$ cat src/rtl/rc5_pkg.sv
// Shared constants, derived address widths and controller state type for the
// RC5-32/12/16 key-schedule controller.
package rc5_pkg;

    localparam int W    = 32;
    localparam int U    = W / 8;
    localparam int B    = 16;
    localparam int R    = 12;
    localparam int T    = 2 * (R + 1);
    localparam int C    = B / U;
    localparam int NMIX = 3 * ((T > C) ? T : C);

    localparam int KAW  = $clog2(B);
    localparam int LAW  = $clog2(C);
    localparam int SAW  = $clog2(T);
    localparam int MW   = $clog2(NMIX);

    localparam logic [W-1:0] PW = 32'hB7E1_5163;
    localparam logic [W-1:0] QW = 32'h9E37_79B9;

    typedef enum logic [2:0] {
        IDLE,
        LOAD_RD,
        LOAD_ACC,
        INIT_S,
        MIX_RD,
        MIX_A,
        MIX_B,
        FIN
    } state_t;

endpackage

$ cat src/rtl/rc5_key_sched_ctrl_if.sv
// Control handshake plus key, L and S RAM ports of the key-schedule controller.
interface rc5_key_sched_ctrl_if;
    import rc5_pkg::*;

    logic           start;
    logic           busy;
    logic           done;

    logic [KAW-1:0] key_addr;
    logic [7:0]     key_rdata;

    logic [LAW-1:0] l_addr;
    logic           l_we;
    logic [W-1:0]   l_wdata;
    logic [W-1:0]   l_rdata;

    logic [SAW-1:0] s_addr;
    logic           s_we;
    logic [W-1:0]   s_wdata;
    logic [W-1:0]   s_rdata;

    modport master (
        input  start, key_rdata, l_rdata, s_rdata,
        output busy, done, key_addr, l_addr, l_we, l_wdata, s_addr, s_we, s_wdata
    );

    modport slave (
        output start, key_rdata, l_rdata, s_rdata,
        input  busy, done, key_addr, l_addr, l_we, l_wdata, s_addr, s_we, s_wdata
    );

endinterface

$ cat src/rtl/rc5_rotl.sv
// Combinational W-bit rotate-left by a 5-bit amount.
module rc5_rotl #(
    parameter int W = rc5_pkg::W
) (
    input  logic [W-1:0] din,
    input  logic [4:0]   amt,
    output logic [W-1:0] dout
);

    // A right shift by the full width yields zero, so amt == 0 passes din through.
    always_comb begin
        dout = (din << amt) | (din >> (W - int'(amt)));
    end

endmodule

$ cat src/rtl/rc5_key_sched_ctrl.sv
// RC5 key-expansion controller: loads the key into L, fills S with the magic
// constants, then runs the 3*max(T,C) mixing passes against external sync-read RAMs.
module rc5_key_sched_ctrl #(
    parameter int W = rc5_pkg::W,
    parameter int B = rc5_pkg::B,
    parameter int R = rc5_pkg::R
) (
    input  logic                 clk,
    input  logic                 rst,
    rc5_key_sched_ctrl_if.master bus
);
    import rc5_pkg::*;

    localparam int T    = 2 * (R + 1);
    localparam int C    = B / 4;
    localparam int NMIX = 3 * ((T > C) ? T : C);
    localparam int KW   = $clog2(B);
    localparam int LW   = $clog2(C);
    localparam int SW   = $clog2(T);
    localparam int CW   = $clog2(NMIX);

    state_t        state;
    logic          busy_q;
    logic          done_q;
    logic [KW-1:0] k;
    logic [LW-1:0] j;
    logic [SW-1:0] i;
    logic [CW-1:0] m;
    logic [W-1:0]  a_reg;
    logic [W-1:0]  b_reg;
    logic [W-1:0]  acc;
    logic [W-1:0]  s_run;
    logic [W-1:0]  l_cap;

    logic [W-1:0]  acc_new;
    logic [W-1:0]  a_sum;
    logic [W-1:0]  ab_sum;
    logic [W-1:0]  b_sum;
    logic [W-1:0]  a_new;
    logic [W-1:0]  b_new;

    always_comb begin
        acc_new = (acc << 8) + {{(W-8){1'b0}}, bus.key_rdata};
        a_sum   = bus.s_rdata + a_reg + b_reg;
        ab_sum  = a_reg + b_reg;
        b_sum   = l_cap + ab_sum;
    end

    rc5_rotl #(.W(W)) u_rotl_a (
        .din  (a_sum),
        .amt  (5'd3),
        .dout (a_new)
    );

    rc5_rotl #(.W(W)) u_rotl_b (
        .din  (b_sum),
        .amt  (ab_sum[4:0]),
        .dout (b_new)
    );

    assign bus.busy = busy_q;
    assign bus.done = done_q;

    // RAM ports are decoded from the registered state so write data can use
    // the read data returned in the same cycle.
    always_comb begin
        bus.key_addr = '0;
        bus.l_addr   = '0;
        bus.l_we     = 1'b0;
        bus.l_wdata  = '0;
        bus.s_addr   = '0;
        bus.s_we     = 1'b0;
        bus.s_wdata  = '0;
        case (state)
            LOAD_RD: bus.key_addr = k;
            LOAD_ACC: begin
                bus.l_addr = k[KW-1:2];
                if (k[1:0] == 2'b00) begin
                    bus.l_we    = 1'b1;
                    bus.l_wdata = acc_new;
                end
            end
            INIT_S: begin
                bus.s_addr  = i;
                bus.s_we    = 1'b1;
                bus.s_wdata = s_run;
            end
            MIX_RD: begin
                bus.s_addr = i;
                bus.l_addr = j;
            end
            MIX_A: begin
                bus.s_addr  = i;
                bus.s_we    = 1'b1;
                bus.s_wdata = a_new;
            end
            MIX_B: begin
                bus.l_addr  = j;
                bus.l_we    = 1'b1;
                bus.l_wdata = b_new;
            end
            default: ;
        endcase
    end

    always_ff @(posedge clk or posedge rst) begin
        if (rst) begin
            state  <= IDLE;
            busy_q <= 1'b0;
            done_q <= 1'b0;
            k      <= '0;
            j      <= '0;
            i      <= '0;
            m      <= '0;
            a_reg  <= '0;
            b_reg  <= '0;
            acc    <= '0;
            s_run  <= '0;
            l_cap  <= '0;
        end else begin
            case (state)
                IDLE: begin
                    if (bus.start) begin
                        state  <= LOAD_RD;
                        busy_q <= 1'b1;
                        k      <= KW'(B - 1);
                        acc    <= '0;
                    end
                end
                LOAD_RD: state <= LOAD_ACC;
                LOAD_ACC: begin
                    acc <= (k[1:0] == 2'b00) ? '0 : acc_new;
                    if (k == '0) begin
                        state <= INIT_S;
                        i     <= '0;
                        s_run <= PW;
                    end else begin
                        k     <= k - 1'b1;
                        state <= LOAD_RD;
                    end
                end
                INIT_S: begin
                    s_run <= s_run + QW;
                    if (i == SW'(T - 1)) begin
                        state <= MIX_RD;
                        i     <= '0;
                        j     <= '0;
                        m     <= '0;
                        a_reg <= '0;
                        b_reg <= '0;
                    end else begin
                        i <= i + 1'b1;
                    end
                end
                MIX_RD: state <= MIX_A;
                MIX_A: begin
                    a_reg <= a_new;
                    l_cap <= bus.l_rdata;
                    state <= MIX_B;
                end
                MIX_B: begin
                    b_reg <= b_new;
                    i     <= (i == SW'(T - 1)) ? '0 : i + 1'b1;
                    j     <= (j == LW'(C - 1)) ? '0 : j + 1'b1;
                    m     <= m + 1'b1;
                    if (m == CW'(NMIX - 1)) begin
                        state  <= FIN;
                        busy_q <= 1'b0;
                        done_q <= 1'b1;
                    end else begin
                        state <= MIX_RD;
                    end
                end
                FIN: begin
                    done_q <= 1'b0;
                    state  <= IDLE;
                end
                default: state <= IDLE;
            endcase
        end
    end

endmodule

$ cat src/flat_wrapper.sv
// flat-port wrapper written by rule: the top's interface ports become plain ports
module rc5_key_sched_ctrl_flat import rc5_pkg::*;
#(
    parameter int W = rc5_pkg::W,
    parameter int B = rc5_pkg::B,
    parameter int R = rc5_pkg::R
)
  (clk, rst, bus_start, bus_key_rdata, bus_l_rdata, bus_s_rdata, bus_busy, bus_done, bus_key_addr, bus_l_addr, bus_l_we, bus_l_wdata, bus_s_addr, bus_s_we, bus_s_wdata);
  rc5_key_sched_ctrl_if bus_i ();
  input  logic clk;
  input  logic rst;
  input wire logic [$bits(bus_i.start)-1:0] bus_start;
  input wire logic [$bits(bus_i.key_rdata)-1:0] bus_key_rdata;
  input wire logic [$bits(bus_i.l_rdata)-1:0] bus_l_rdata;
  input wire logic [$bits(bus_i.s_rdata)-1:0] bus_s_rdata;
  output wire logic [$bits(bus_i.busy)-1:0] bus_busy;
  output wire logic [$bits(bus_i.done)-1:0] bus_done;
  output wire logic [$bits(bus_i.key_addr)-1:0] bus_key_addr;
  output wire logic [$bits(bus_i.l_addr)-1:0] bus_l_addr;
  output wire logic [$bits(bus_i.l_we)-1:0] bus_l_we;
  output wire logic [$bits(bus_i.l_wdata)-1:0] bus_l_wdata;
  output wire logic [$bits(bus_i.s_addr)-1:0] bus_s_addr;
  output wire logic [$bits(bus_i.s_we)-1:0] bus_s_we;
  output wire logic [$bits(bus_i.s_wdata)-1:0] bus_s_wdata;
  assign bus_i.start = bus_start;
  assign bus_i.key_rdata = bus_key_rdata;
  assign bus_i.l_rdata = bus_l_rdata;
  assign bus_i.s_rdata = bus_s_rdata;
  assign bus_busy = bus_i.busy;
  assign bus_done = bus_i.done;
  assign bus_key_addr = bus_i.key_addr;
  assign bus_l_addr = bus_i.l_addr;
  assign bus_l_we = bus_i.l_we;
  assign bus_l_wdata = bus_i.l_wdata;
  assign bus_s_addr = bus_i.s_addr;
  assign bus_s_we = bus_i.s_we;
  assign bus_s_wdata = bus_i.s_wdata;
  rc5_key_sched_ctrl #(.W(W), .B(B), .R(R)) u_core (.clk(clk), .rst(rst), .bus(bus_i));
endmodule
$ cat config.mk
export PLATFORM = sky130hd
export DESIGN_NAME = rc5_key_sched_ctrl_flat
export DESIGN_NICKNAME = d
export VERILOG_FILES = /design/src/rtl/rc5_pkg.sv /design/src/rtl/rc5_key_sched_ctrl_if.sv /design/src/rtl/rc5_rotl.sv /design/src/rtl/rc5_key_sched_ctrl.sv /design/src/flat_wrapper.sv
export SDC_FILE = /design/constraint.sdc
export NUM_CORES = 1
export LEC_CHECK = 0
export CAP_MARGIN = 25
export CORE_ASPECT_RATIO = 0.7
export CORE_MARGIN = 4
export CORE_UTILIZATION = 45
export DETAILED_ROUTE_END_ITERATION = 6
export PLACE_DENSITY = 0.75
export REMOVE_ABC_BUFFERS = 1
export SLEW_MARGIN = 20
export SYNTH_ARGS = -nofsm -noshare
export SYNTH_HDL_FRONTEND = slang
export SYNTH_SLANG_ARGS = --single-unit
$ cat constraint.sdc
create_clock -name clk -period 8.1 [get_ports clk]
set_clock_uncertainty 0.1 [all_clocks]
set_input_delay 0.81 -clock clk [delete_from_list [all_inputs] [get_ports clk]]
set_output_delay 0.81 -clock clk [all_outputs]
set_load 0.02 [all_outputs]
======== Word level (Yosys, flattened, before mapping) ========
Index checks and enable logic that the tools add are counted.
word-level totals
  register bits after elaboration ......... 175
  bits in latches ......................... 0
  bits in writable memories ............... 0
  ROM bits ................................ 0
  input port bits ......................... 75
  output and inout port bits .............. 79
  logic and storage cells ................. 103
  memories kept ........................... 0
operators by class
  $add $sub $neg .......................... 11
  $mul .................................... 0
  divide/modulo/power cells ............... 0
  magnitude comparators ................... 0
  equal/unequal tests ..................... 15
  shift operators ......................... 2
  multiplexer cells ....................... 38
  bitwise gates (word level) .............. 2
  reduce and logical (&&, ||, !) cells .... 23
operators by type and width
  operator                count
  $pmux 32 s2             5
  $add 32x32->32          4
  $mux 32                 3
  $mux 24                 2
  $pmux 24 s2             1
  $add 32x32->32 const B  1
  $add 32x8->32           1
  $or 32x3->32            1
  $or 32x32->32           1
  $shl 32x5->32           1
  $shr 32x32->32          1
  $pmux 3 s8              1
  $mux 5                  3
  $pmux 7 s2              1
  $reduce_and 2->1        7
  $reduce_bool 2->1       7
  $eq 3x3->1 const B      4
  $mux 4                  3
  $pmux 5 s2              1
  $mux 2                  4
  $pmux 2 s2              2
  $pmux 4 s2              1
  $add 7x1->7 const B     1
  $eq 7x7->1 const B      1
  20 further kinds        34

======== Logic depth before layout (Yosys ltp) ========
Gate-level depths: netlist of the first run.
  depth after elaboration ................. 5
  depth in mapped cells ................... 28
  gate-level depth less buffers ........... 26

======== By module ========
Synthesis of the first run repeated with hierarchy kept, for this count alone.
second synthesis, totals
  cell total of the unflattened synthesis .. 2141
  area, all modules ....................... 20388.3 um2
by module, submodules not included
  module              times used  cells each  area each (um2)  seq. area each (um2)
  rc5_key_sched_ctrl  1           1321        12828.6          4379.2
  rc5_rotl            2           410         3779.9           0.0

======== Least setup slack after synthesis of the first run ========
Ideal clock, no wire load.
  kind .................................... register -> output
  from .................................... register u_core.b_reg[0]
  to ...................................... output port bus_l_wdata[7]
  arrival ................................. 5.804 ns
  required time ........................... 7.190 ns
  slack ................................... 1.386 ns
  stages on the path, launching flop included .. 27
  buffers on the path ..................... 1
  cells stage by stage .................... dfrtp_1 > ha_1 > inv_1 > fa_1 > nor2b_1 > o21a_1 > o21ai_0 > nand2_1 > a21o_1 > a21o_1 > a211o_1 > a21o_1 > a21oi_1 > o21ai_0 > xor2_1 > ha_1 > clkbuf_1 > a211o_1 > a221oi_1 > o21ai_1 > o31ai_1 > nand3_1 > o211a_1 > a21oi_1 > a21oi_1 > o221a_2 > o21ai_0
between the ends
  word-level cells in the longest chain between the ends .. 5
  elaborated cells between the ends (all ways) .. 7
  classes of those cells .................. add/sub: 3; shift: 2; mux: 1; bitwise: 1
RTL lines
  element                                                 RTL line                                  RTL
  start, declared                                         rc5_key_sched_ctrl.sv:30                  logic [W-1:0] b_reg;
  start signal, assigned                                  rc5_key_sched_ctrl.sv:162                 b_reg <= b_new;
  $add 32x32->32 (*)                                      rc5_key_sched_ctrl.sv:45                  ab_sum = a_reg + b_reg;
  $add 32x32->32 / $sub 6x5->7 (equally long branches)    rc5_key_sched_ctrl.sv:46, rc5_rotl.sv:12
  $shr 32x32->32 / $shl 32x5->32 (equally long branches)  rc5_rotl.sv:12                            dout = (din << amt) | (din >> (W - int'(amt)));
  $or 32x32->32 (*)                                       rc5_rotl.sv:12
  $pmux 32 s2 (*)                                         rc5_key_sched_ctrl.sv:74                  case (state)
  end, declared                                           flat_wrapper.sv:21                        output wire logic [$bits(bus_i.l_wdata)-1:0] bus_l_wdata;
Mark *: on every way between the ends. The rest lies on a longest branch, timed or not.

======== Worst setup path in the final report of the first run ========
  from .................................... register u_core.b_reg[4]
  to ...................................... output port bus_l_wdata[10]
The elaborated chain is that of the path after synthesis.

==> results of run 1 <==
[metal layers]
| layer | GRT usage | up-vias | share of wire |
|---|---|---|---|
| met5 | 0 | - | 0.00011 |
| met4 | 0.08688 | 2 | 0.032 |
| met3 | 0.1204 | 182 | 0.14 |
| met2 | 0.4601 | 1308 | 0.40 |
| met1 | 0.4721 | 9665 | 0.43 |
| li1 | - | 8831 | - |
[worst paths after layout]
path	from	end	slack [ns]
min	u_core.s_run[31]	u_core.s_run[31]	0.38
min in group asynchronous	rst	u_core.state[0]	0.70
max reg2reg	u_core.b_reg[4]	u_core.b_reg[3]	1.59
min reg2reg	u_core.s_run[31]	u_core.s_run[31]	0.38
max in group asynchronous	rst	u_core.a_reg[22]	5.89
max	u_core.b_reg[4]	bus_l_wdata[10]	0.06
[placed cells by master, fill, tap and decap left out, types with 13 or more instances in the layout]
master           instances
o22ai_1                 18
clkdlybuf4s50_1        126
dlymetal6s2s_1          14
or3_1                   20
a21oi_2                 17
and2_1                  21
inv_1                   43
mux4_2                  35
nand2_1                442
nor3_1                  62
clkbuf_16               17
a22o_1                  38
a21o_1                  75
and3_1                  24
nand3_1                 66
a21oi_1                136
buf_4                   94
mux2i_1                 25
o31ai_1                 13
nand4_1                 18
xor2_1                  24
nand2b_1                13
a31oi_1                 29
xnor2_1                 43
o211ai_1                23
fa_1                    34
a211oi_1                37
ha_1                    96
dfrtp_1                175
nor2_1                 152
a211o_1                 22
o21a_1                  16
o21ai_0                125
[metrics by stage]
stage	setup TNS, ns	setup slack, ns
after detailed placement	0	0.1946
after global placement	0	0.2754
final	0	0.06023
after global routing	-0.4453	-0.1576
after CTS	0	0.01149
after floorplan	0	0.2448
[what timing repair did]
item	CTS	global route
gates resized for setup	59	87
buffers inserted	4	10
endpoints found under the setup margin	32	32
pin swaps	10	13
hold buffers	0	0
[cells in the mapped netlist (33+ instances only)]
library cell  count
fa_1             34
nor2_1          159
inv_1            44
a31oi_1          33
a22o_1           38
clkbuf_1         91
ha_1            104
nor3_1           68
xnor2_1          51
o21ai_0         132
a21oi_1         146
nand3_1          68
a211oi_1         41
mux4_2           35
nand2_1         445
dfrtp_1         175
a21o_1           75
[cell type report]
class / count / area, µm² / area share
Sequential cell: 175 / 4379 / 0.1982
Clock inverter: 15 / 206.4 / 0.009342
Timing Repair Buffer: 250 / 2295 / 0.1038
Clock buffer: 17 / 425.4 / 0.01925
Antenna cell: 1 / 2.502 / 0.0001132
Multi-Input combinational cell: 1951 / 13940 / 0.6308
Inverter: 47 / 181.4 / 0.008210
Tap cell: 535 / 669.4 / 0.03029
[worst register-to-register path: stages, from the launching register on]
cell and delay [ns]:
dfrtp_1 0.46, ha_1 0.36, or4_1 0.53, and3_1 0.24
o31ai_1 0.24, buf_4 0.19, nor2_1 0.05, nor2_1 0.11
xnor2_1 0.15, ha_1 0.55, and4_1 0.51, nand3_1 0.21
a21oi_2 0.32, nor4_1 0.11, a311oi_2 0.48, buf_4 0.27
mux4_2 0.36, mux2i_1 0.13, a211oi_1 0.33, o21ai_0 0.14
a211oi_1 0.30, buf_4 0.17, a21o_1 0.11
[kinds of logic (layout without fill, tap and decap cells)]
kind of cell               after synthesis  after routing  share of synthesized area
AOI/OAI and AO/OA                      736            736                     0.2825
xor gates and xnor gates                81             81                    0.03908
adders and majority gates              138            138                     0.1080
buffers and inverters                  168            329                    0.03690
DFF                                    175            175                     0.2387
muxes                                   74             74                    0.06568
other                                    0              1                          0
and+or+nand+nor                        922            922                     0.2291
==> results.sh, run 1 <==
export IMPL_synth_seq_cells=175
export IMPL_die_y_um=176.9
export IMPL_wl_per_cell_um=24.86
export IMPL_postPlaceCellArea_mm2=0.02076
export IMPL_post_route_period_util=0.9926
export IMPL_htreeDepth=4
export IMPL_fin_area_mm2=0.02210
export IMPL_final_nets=2655
export IMPL_crit_slowest_cell="clkdlybuf4s50_1"
export IMPL_critical_path_top_delay_family="compound AO/OA/AOI/OAI gates"
export IMPL_syn_avg_cell_area_um2=7.997
export IMPL_hold_viol_final=0
export IMPL_synthCells=2294
export IMPL_whs_path_depth=1
export IMPL_via_count=19988
export IMPL_syn_area_mm2=0.01835
export IMPL_ys_warn_count=0
export IMPL_cts_made_buffers=17
export IMPL_critical_path_required_ns=7.19
export IMPL_rows=61
export IMPL_max_clock_freq_mhz=124.4
export IMPL_gp_congestion=1.066
export IMPL_critPathArrivalTime_ns=7.13
export IMPL_ys_types=112
export IMPL_synth_top_cell_area_share=0.2387
export IMPL_area_delta_synth_final_pct=20.46
export IMPL_grt_max_degree=71
export IMPL_antenna_found_initial=1
export IMPL_slew_viol_final=0
export IMPL_violations="DRC"
export IMPL_synthFlopType="dfrtp_1"
export IMPL_synthArstFlopShare=1.000
export IMPL_rsz0062_at_grt="yes"
export IMPL_path_class="reg -> out"
export IMPL_die_x_um=249.3
export IMPL_grt_pass1_vias=18629
export IMPL_io_buffers=153
export IMPL_synth_enable_flop_cells=0
export IMPL_path_cells="ha_1 > or4_1 > and3_1 > o31ai_1 > buf_4 > nor2_1 > nor2_1 > xnor2_1 > ha_1 > and4_1 > nand3_1 > a21oi_2 > nor4_1 > a311oi_2 > a221oi_2 > buf_4 > o311a_1 > a31oi_1 > a21oi_1 > o211ai_1 > clkdlybuf4s50_1"
export IMPL_drive_gt1_frac=0.1430
export IMPL_drt_iter0_markers=2697
export IMPL_max_stage_delay_ns=0.67
export IMPL_status="finished with violations"
export IMPL_tightest_slew_ns=1.069
export IMPL_tritoncts="done"
export IMPL_grt_pass1_wl_um=112600
export IMPL_io_pins=154
export IMPL_final_cells=2991
export IMPL_initial_core_util=0.4587
export IMPL_post_route_util=0.5526
export IMPL_max_cap_violations=0
export IMPL_clk_path_buf_depth=2
export IMPL_slew_headroom=0.2845
export IMPL_final_min_clock_period_ns=8.040
export IMPL_fillers=3696
export IMPL_path_buf_inv=3
export IMPL_drc=1
export IMPL_grt_usage=0.3266
export IMPL_cp_start_kind="flip-flop"
export IMPL_clkSinkCount=175
export IMPL_ys_seq_area_frac=0.2387
export IMPL_hpwlAfterDp_um=57230
export IMPL_dp_cells=2944
export IMPL_vias_per_cell=6.683
export IMPL_worstPathMaxFanout=9
export IMPL_grt_remaining_overflow=0
export IMPL_rr_worst_depth=22
export IMPL_cts_root_buf="clkbuf_16"
export IMPL_routed_wl_um=74360
export IMPL_setup_viol=0
export IMPL_ant_nets=0
export IMPL_crit_cells=21
export IMPL_worstSetupEndpointType="output port"
export IMPL_clk_insertion_delay_late_ns=0.48
export IMPL_core_area_mm2=0.03999
export IMPL_first_pass_iters=7
export IMPL_yosysTopAreaCell="dfrtp_1"
export IMPL_holdWs_ns=0.3848
export IMPL_synthTopCellsByArea="dfrtp_1, nand2_1, ha_1"
export IMPL_path_clk_slew_ns=0.09
export IMPL_die_area_mm2=0.04411
export IMPL_hp_class="reg -> reg"
Power of run 1 is left out: the tool's default activity adds up to more than one toggle a clock period on the data nets, which glitch-free logic cannot reach.
==> run 2: changes to the inputs <==
- CTS_CLUSTER_SIZE: default -> 25
==> results of run 2 <==
The final DEF is identical to that of run 1; final timing and power are the same.
Power of run 2 is left out for the same reason.
